[config.mk]
export PLATFORM = sky130hd
export DESIGN_NAME = move_validator
export DESIGN_NICKNAME = d
export VERILOG_FILES = /design/src/rtl/othello_pkg.sv /design/src/rtl/move_validator.sv
export SDC_FILE = /design/constraint.sdc
export NUM_CORES = 1
export LEC_CHECK = 0
export CAP_MARGIN = 10
export CORE_UTILIZATION = 45
export CTS_CLUSTER_DIAMETER = 60
export DETAILED_ROUTE_END_ITERATION = 8
export GPL_TIMING_DRIVEN = 1
export PLACE_DENSITY = 0.76
export SETUP_SLACK_MARGIN = 0.4
export SYNTH_ARGS = -nofsm -noshare
export SYNTH_HDL_FRONTEND = slang
export SYNTH_SLANG_ARGS = --single-unit
[constraint.sdc]
create_clock -name clock -period 4.9 [get_ports clock]
set_clock_uncertainty 0.2 [all_clocks]
set_input_delay 0.49 -clock clock [delete_from_list [all_inputs] [get_ports clock]]
set_output_delay 0.49 -clock clock [all_outputs]
set_load 0.02 [all_outputs]
[src/rtl/othello_pkg.sv]
// Shared Othello definitions: cell codes, board geometry, direction offsets and
// the validator FSM state encoding.
package othello_pkg;

   // Row stride of the walled 10x10 board memory.
   localparam int unsigned BOARD_W = 10;
   // Board-memory address width; all square arithmetic wraps modulo 2**ADDR_W.
   localparam int unsigned ADDR_W  = 7;
   localparam int unsigned NUM_DIR = 8;

   typedef enum logic [1:0] {
      CellEmpty = 2'b00,
      CellBlack = 2'b01,
      CellWhite = 2'b10,
      CellWall  = 2'b11
   } cell_t;

   typedef enum logic [1:0] {
      StIdle  = 2'b00,
      StIssue = 2'b01,
      StCheck = 2'b10,
      StDone  = 2'b11
   } state_t;

   // Offset table {-(W+1), -W, -(W-1), -1, +1, W-1, W, W+1} as 7-bit two's complement.
   function automatic logic [ADDR_W-1:0] dir_offset(input int unsigned bw,
                                                    input logic [2:0] idx);
      logic [ADDR_W-1:0] w;
      logic [ADDR_W-1:0] off;
      w = ADDR_W'(bw);
      unique case (idx)
         3'd0:    off = 7'd0 - w - 7'd1;
         3'd1:    off = 7'd0 - w;
         3'd2:    off = 7'd0 - w + 7'd1;
         3'd3:    off = 7'h7f;
         3'd4:    off = 7'd1;
         3'd5:    off = w - 7'd1;
         3'd6:    off = w;
         default: off = w + 7'd1;
      endcase
      return off;
   endfunction

endpackage

[src/rtl/move_validator.sv]
// Othello move validator: checks whether a candidate square is empty and, for
// each of the eight directions, whether a run of opponent discs is capped by
// one of the mover's own discs. One board read per ISSUE/CHECK cycle pair.
module move_validator #(
   parameter int unsigned BOARD_W = 10
) (
   input  logic       clock,
   input  logic       reset,
   input  logic       start,
   input  logic [6:0] s_addr_in,
   input  logic       player,
   output logic [6:0] rd_addr,
   input  logic [1:0] rd_data,
   output logic       busy,
   output logic       done,
   output logic       mv_valid,
   output logic [7:0] dir_mask
);

   import othello_pkg::*;

   state_t              state_q, state_d;
   logic [ADDR_W-1:0]   ptr_q, ptr_d;
   logic [ADDR_W-1:0]   saddr_q, saddr_d;
   logic                player_q, player_d;
   logic [2:0]          idx_q, idx_d;
   logic                seen_q, seen_d;
   logic                self_q, self_d;
   logic [NUM_DIR-1:0]  mask_q, mask_d;

   cell_t               own, opp;
   logic                end_dir;

   // State, datapath and latched-request registers; reset aborts any scan.
   always_ff @(posedge clock or negedge reset) begin
      if (!reset) begin
         state_q  <= StIdle;
         ptr_q    <= '0;
         saddr_q  <= '0;
         player_q <= 1'b0;
         idx_q    <= '0;
         seen_q   <= 1'b0;
         self_q   <= 1'b0;
         mask_q   <= '0;
      end else begin
         state_q  <= state_d;
         ptr_q    <= ptr_d;
         saddr_q  <= saddr_d;
         player_q <= player_d;
         idx_q    <= idx_d;
         seen_q   <= seen_d;
         self_q   <= self_d;
         mask_q   <= mask_d;
      end
   end

   // Next-state logic: self check first, then walk each direction until it ends.
   always_comb begin
      state_d  = state_q;
      ptr_d    = ptr_q;
      saddr_d  = saddr_q;
      player_d = player_q;
      idx_d    = idx_q;
      seen_d   = seen_q;
      self_d   = self_q;
      mask_d   = mask_q;
      end_dir  = 1'b0;
      own      = player_q ? CellWhite : CellBlack;
      opp      = player_q ? CellBlack : CellWhite;

      unique case (state_q)
         StIdle: begin
            if (start) begin
               saddr_d  = s_addr_in;
               player_d = player;
               ptr_d    = s_addr_in;
               mask_d   = '0;
               idx_d    = '0;
               seen_d   = 1'b0;
               self_d   = 1'b1;
               state_d  = StIssue;
            end
         end

         StIssue: state_d = StCheck;

         StCheck: begin
            if (self_q) begin
               // Occupied or wall candidate: no move, mask stays clear.
               if (rd_data != CellEmpty) begin
                  state_d = StDone;
               end else begin
                  self_d  = 1'b0;
                  ptr_d   = saddr_q + dir_offset(BOARD_W, 3'd0);
                  state_d = StIssue;
               end
            end else begin
               if (rd_data == opp) begin
                  seen_d  = 1'b1;
                  ptr_d   = ptr_q + dir_offset(BOARD_W, idx_q);
                  state_d = StIssue;
               end else begin
                  if ((rd_data == own) && seen_q) begin
                     mask_d[idx_q] = 1'b1;
                  end
                  end_dir = 1'b1;
               end

               // Direction finished: move to the next one (no early exit).
               if (end_dir) begin
                  seen_d = 1'b0;
                  idx_d  = idx_q + 3'd1;
                  if (idx_q == 3'd7) begin
                     state_d = StDone;
                  end else begin
                     ptr_d   = saddr_q + dir_offset(BOARD_W, idx_q + 3'd1);
                     state_d = StIssue;
                  end
               end
            end
         end

         StDone: state_d = StIdle;

         default: state_d = StIdle;
      endcase
   end

   // Outputs decoded from state; address only driven while a read is in flight.
   always_comb begin
      busy     = (state_q == StIssue) || (state_q == StCheck);
      done     = (state_q == StDone);
      rd_addr  = busy ? ptr_q : '0;
      dir_mask = mask_q;
      mv_valid = |mask_q;
   end

endmodule

# [Word level (Yosys, flattened, before mapping)]
# Index checks and enable logic that the tools add are counted.
[word_totals] register_bits=30 in_bits=13 out_inout_bits=18 word_cells=106
[op_classes] addsub=4 magnitude_cmp=2 n_eq_ne=26 mux=49 bitwise=1 n_reduce_logical=16
[op_table] op="$mux W7" n=14
[op_table] op="$pmux W7 S7" n=2
[op_table] op="$mux W8" n=4
[op_table] op="$eq A3 B3 Y1 const B" n=7
[op_table] op="$mux W2" n=8
[op_table] op="$pmux W8 S2" n=1
[op_table] op="$add A7 B7 Y7" n=2
[op_table] op="$pmux W7 S2" n=1
[op_table] op="$eq A3 B2 Y1 const B" n=4
[op_table] op="$mux W1" n=11
[op_table] op="$ne A2 B2 Y1 const B" n=5
[op_table] op="$mux W3" n=3
[op_table] op="$or A8 B8 Y8" n=1
[op_table] op="$pmux W2 S4" n=1
[op_table] op="$reduce_and A4 Y1" n=2
[op_table] op="$reduce_or A8 Y1" n=1
[op_table] op="$add A7 B7 Y7 const B" n=1
[op_table] op="$eq A3 B1 Y1 const B" n=2
[op_table] op="$logic_not A3 Y1" n=2
[op_table] op="$ne A3 B3 Y1 const B" n=2
[op_table] op="$pmux W3 S2" n=1
[op_table] op="$reduce_and A2 Y1" n=3
[op_table] op="$reduce_and A5 Y1" n=1
[op_table] op="$eq A2 B2 Y1" n=2
[op_table] op="other kinds (13)" n=17

# [Longest topological paths before layout]
[logic_depth] ltp_word=13 depth_mapped=16 depth_no_buf=15

# [Least setup slack after synthesis]
# Ideal clock, no wire load.
[synth_timing] path_kind="reg2reg" startpoint="reg idx_q[1]" endpoint="reg ptr_q[6]" t_arrival_ns=3.147 required_ns=4.578 setup_slack_ns=1.431 stages_incl_launch_ff=17 path_buffers=2 path_cell_list="dfrtp_1 clkbuf_1 inv_1 ha_1 buf_6 o31ai_2 and2_1 nor3b_1 a21o_1 inv_1 fa_1 and3b_1 o21a_1 a22oi_1 xnor2_1 nor4_1 a2111oi_1"
[synth_between] elab_chain_cells=12 elab_cells_between_ends=32 classes_between="add/sub (3); eq/ne (13); mux (14); reduce/logical (2)"
[synth_rtl] element="start: declaration" line_no="move_validator.sv:26" source="logic [2:0] idx_q, idx_d;"
[synth_rtl] element="start signal: assignment" line_no="move_validator.sv:50" source="idx_q <= idx_d;"
[synth_rtl] element="$add A3 B1 Y3" line_no="move_validator.sv:116" source="ptr_d = saddr_q + dir_offset(BOARD_W, idx_q + 3'd1);"
[synth_rtl] element="$eq A3 B3 Y1 (tied with other cells)" line_no="othello_pkg.sv:31" source="unique case (idx)"
[synth_rtl] element="$pmux W7 S7" line_no="othello_pkg.sv:31"
[synth_rtl] element="$mux W7" line_no="move_validator.sv:113" source="if (idx_q == 3'd7) begin"
[synth_rtl] element="$mux W7" line_no="move_validator.sv:110" source="if (end_dir) begin"
[synth_rtl] element="$mux W7" line_no="move_validator.sv:88" source="if (self_q) begin"
[synth_rtl] element="$mux W7" line_no="move_validator.sv:71" source="unique case (state_q)"
[synth_rtl] element="$add A7 B7 Y7" line_no="move_validator.sv:116"
[synth_rtl] element="$mux W7" line_no="move_validator.sv:113"
[synth_rtl] element="$mux W7 *" line_no="move_validator.sv:110"
[synth_rtl] element="$mux W7 *" line_no="move_validator.sv:88"
[synth_rtl] element="$pmux W7 S2 *" line_no="move_validator.sv:71"
[synth_rtl] element="end signal: assignment" line_no="move_validator.sv:47" source="ptr_q <= ptr_d;"
[synth_rtl] element="end: declaration" line_no="move_validator.sv:23" source="logic [ADDR_W-1:0] ptr_q, ptr_d;"
# Mark *: on every way between the ends. The rest lies on a longest branch, timed or not. The select of a mux whose other input is x is not followed.
# A chain may end at the register's enable or synchronous reset.

# [Worst setup path in the final report]
# Ends and elaborated chain as after synthesis.

==> summary.md <==
| Metric | Value |
|---|---|
| Status | finished clean |
| Worst path max stage delay | between 500 and 600 ps |
| Crit end category | flip-flop |
| Die X | just under 80 microns |
| GP Congestion | between 0.8 and 0.9 |
| Leak Pwr | approximately 1.3 nW |
| Starting DRC count in detailed routing | approximately 150 |
| Peak supply drop | 0.3314 mV |
| WHS Endpoint | dir_mask[3]$_DFFE_PN0P_ |
| Drt via density | approximately 5.7 |
| Final worst-path cycle share | 77.78% |
| Synth Area in Compound Gates | 22.37% |
| Stages on worst setup path | 14 |
| Yosys reg bits | 30 |
| Clock slew at reported path FFs | roughly 70 ps |
| Clock sink count | 30 |
| Combinational power share | approximately 66% |
| CTS H-tree depth | 2 |
| Router iterations before antenna repair | 5 |
| Layout area overhead | 16.17% |
| Total CTS buffers | 5 |
| WL/cell | 15.28 microns |
| Final count of hold timing violations | 0 |
| Critical path, cell by cell | inv_1 -> ha_1 -> o31ai_2 -> and2_1 -> nor3b_1 -> a21o_1 -> inv_1 -> fa_1 -> and3b_1 -> o21a_1 -> a22oi_1 -> xnor2_1 -> nor4_1 -> a2111oi_1 |
| Cell Pwr Density | about 770 nW/um^2 |
| Avg Inst Size Synth | 8.555 sq um |
| Final setup vio count | 0 |
| Num rows | 27 |
| Sequential Area | 750.7 sq um |
| Wire length of the first global-routing pass | 10.16 mm |
| Post-CTS setup buffers | 0 |
| Crit path max fanout | 11 |
| CORE AREA | around 5500 sq um |
| Synthesized Nets | roughly 340 |
| Vias in the first global route | 2081 |
| Routed Antenna Nets | 0 |
| Clk Latency, worst-skew pair | between 200 and 300 ps |
| Share of layout cells above drive strength 1 | 9.509% |
| Mux contribution to synthesized area | 4.649% |
| Asr flop ratio synth | between 90% and 100% |
| Net load switching power | approximately 1.1 mW |
| Pre-CTS WS | ~1100 ps |
| RSZ-0062 raised after global routing | no |
| MaxCap Viol Count | 0 |
| Family with the most delay on the worst path | compound AO/OA/AOI/OAI gates |
| Multi-input gate area | ~1700 sq um |
| Worst R2R Start | idx_q[1]$_DFFE_PN0P_ |
| Congestion Overflow GR | 0 |
| Antenna Cells | 0 |
| Clk buf depth | 2 |
| Pint | between 1 and 1.5 mW |
| Clk pwr share | 10.8% |
| Final wirelength | around 6.1 mm |
| Root Buffer | clkbuf_8 |
| Post-Synth Simple-Gate Area | between 20% and 30% |
| CP max stage cell | dfrtp_1 |
| Layout filler cell count | approximately 510 |
| FF-to-FF path depth | 14 |
| Synth Area in XOR/XNOR | ~4.4% |
| Largest family of logic cells by synthesized area | simple AND/OR/NAND/NOR gates |
| Most frequent CP cell | inv_1 |
| PnR worst setup slack | between 1000 and 1500 ps |
| Die height | a little under 80 microns |
| Post-synth EDFFs | 0 |
| Post-synth top flop | dfrtp_1 |
| Die area | just over 6000 sq um |
| Largest net degree at the start of global routing | 31 |
| Min Clock Period, post-route | 3811 ps |
| DRC viols | 0 |
| Hold path start | dir_mask[3]$_DFFE_PN0P_ |
| Via count | between 2000 and 2500 |
| CP Class | flip-flop to flip-flop |
| Worst Max-Slew Pin Slew | about 1100 ps |
| Unique masters post-synth | 61 |
| WP data required | about 4900 ps |
| Hpwl dp | ~4.6 mm |
| Type of origin of the critical path | flip-flop |
| Initial antenna violation count | 0 |
| Final Max Tran Viols | 0 |
| Port bufs | 30 |
| Final net count | 358 |
| Sw frac | a little under half |
| Worst R2R End | ptr_q[6]$_DFFE_PN0P_ |
| Slew margin rel. | a little over a quarter |
| F_max | 262.4 MHz |
| Adder-cell share of the synthesized area | 11.04% |
| Sequential share of power | about 23% |
| CTS tree | yes |
| Sum of buffers and inverters on the critical path | 2 |
| Num ports | 31 |
| Post-Synthesis Cells | ~300 |
| Post_cts resized | 0 |
| Setup TNS | 0 ps |
| Initial core utilization | between 40% and 50% |
| All-layer global routing usage | 21.22% |
| Hold_buf cts | 0 |
| Hold-critical path depth | 1 |
| Sequential cell area fraction in the yosys report | between 20 and 30% |
| CP arrival | about 3800 ps |
| Cell area after synthesis | about 2600 sq um |
| HP Class | flip-flop to flip-flop |
| Worst R2R Setup Slack | 1090 ps |
| Yosys warnings | 0 |
[layout by cell type, fill, tap and decap left out, types with 3 or more instances in the layout]
cell type	instances
a211oi_1	3
a21o_1	4
a21oi_1	15
a22o_1	3
a31oi_1	10
and2_1	9
and3b_1	3
clkbuf_8	5
clkdlybuf4s50_1	30
dfrtp_1	30
ha_1	18
inv_1	17
mux2_2	8
mux2i_1	3
nand2_1	22
nand2b_1	5
nand3_1	4
nand3b_1	3
nor2_1	28
nor2b_1	4
nor3_1	6
nor3b_1	4
nor4_1	6
o21a_1	6
o21ai_0	21
o22ai_1	3
xnor2_1	8
xor2_1	5
[synth_stat cells, types with 4 or more instances]
cell type   n  share of area, %
and2_1      9               2.2
nor3_1      6               1.2
dfrtp_1    30                29
nor4_1      6               1.5
nor3b_1     4               1.2
xnor2_1     8               2.7
clkbuf_1    8               1.2
a21o_1      4               1.2
nor2b_1     4              0.97
o21a_1      6               1.7
nand2b_1    5               1.2
o21ai_0    21               4.1
mux2_2      8               3.5
nor2_1     28               4.1
inv_1      17               2.5
a31oi_1    10               2.4
xor2_1      5               1.7
a21oi_1    15               2.9
ha_1       18               8.7
nand3_1     4              0.77
nand2_1    22               3.2
[state kept, by name, summed over array words and instances (netlist names)]
register / cells
dir_mask: 8
saddr_q: 7
seen_q: 1
state_q: 2
ptr_q: 7
player_q: 1
idx_q: 3
self_q: 1
[power groups by stage]
stage	Combinational, mW	Clock (mW)	Sequential (mW)
after floorplan	1.17	0	0.474
after global placement	1.48	0	0.520
after detailed placement	1.52	0	0.524
after CTS	1.53	0.256	0.521
after global routing	1.68	0.266	0.545
final	1.53	0.249	0.525
[logic make-up (layout without fill, tap and decap cells)]
logic type,after synthesis,in the layout
compound gates,87,87
xor+xnor,13,13
fa+ha+maj,22,22
buf+inv,32,56
flops,30,30
mux,11,11
simple gates,107,107
[per-layer routing]
layer,vias to the layer above,track usage (%),share of wire [%]
met3,7,3.412,3.9
met2,62,32.39,45
met4,0,6.226,1.3
met1,1084,30.60,50
met5,-,0,0
li1,1129,-,-
[final cells by class]
cell class	count	share of cell area (%)
inverter	17	2.126
clock inverter	3	1.334
multi-input combinational	240	55.98
clock buffer	5	2.293
tap	72	3.001
timing repair buffer	31	10.25
sequential	30	25.01
[stage by stage]
step / cells / area [sq um] / hold slack [ps] / total power [mW] / utilization (%)
final: 398 / 3002 / 325.6 / 2.304 / 54.51
after global routing: 398 / 3002 / 349.3 / 2.495 / 54.51
after CTS: 398 / 3002 / 330.4 / 2.305 / 54.51
after detailed placement: 390 / 2893 / 314.3 / 2.047 / 52.53
after global placement: 390 / 2893 / 311.1 / 1.996 / 52.53
after floorplan: 302 / 2584 / -5.591 / 1.640 / -
[how the worst max path moves through the flow]
stage | startpoint | to | slack [ps]
after global routing | idx_q[1]$_DFFE_PN0P_ | ptr_q[6]$_DFFE_PN0P_ | 810
final | idx_q[1]$_DFFE_PN0P_ | ptr_q[6]$_DFFE_PN0P_ | 1090
after CTS | idx_q[1]$_DFFE_PN0P_ | ptr_q[6]$_DFFE_PN0P_ | 1120
after global placement | idx_q[1]$_DFFE_PN0P_ | ptr_q[6]$_DFFE_PN0P_ | 1240
after detailed placement | idx_q[1]$_DFFE_PN0P_ | ptr_q[6]$_DFFE_PN0P_ | 1140
after floorplan | idx_q[1]$_DFFE_PN0P_ | ptr_q[6]$_DFFE_PN0P_ | 1430
Power figures use the tool's default switching activity.
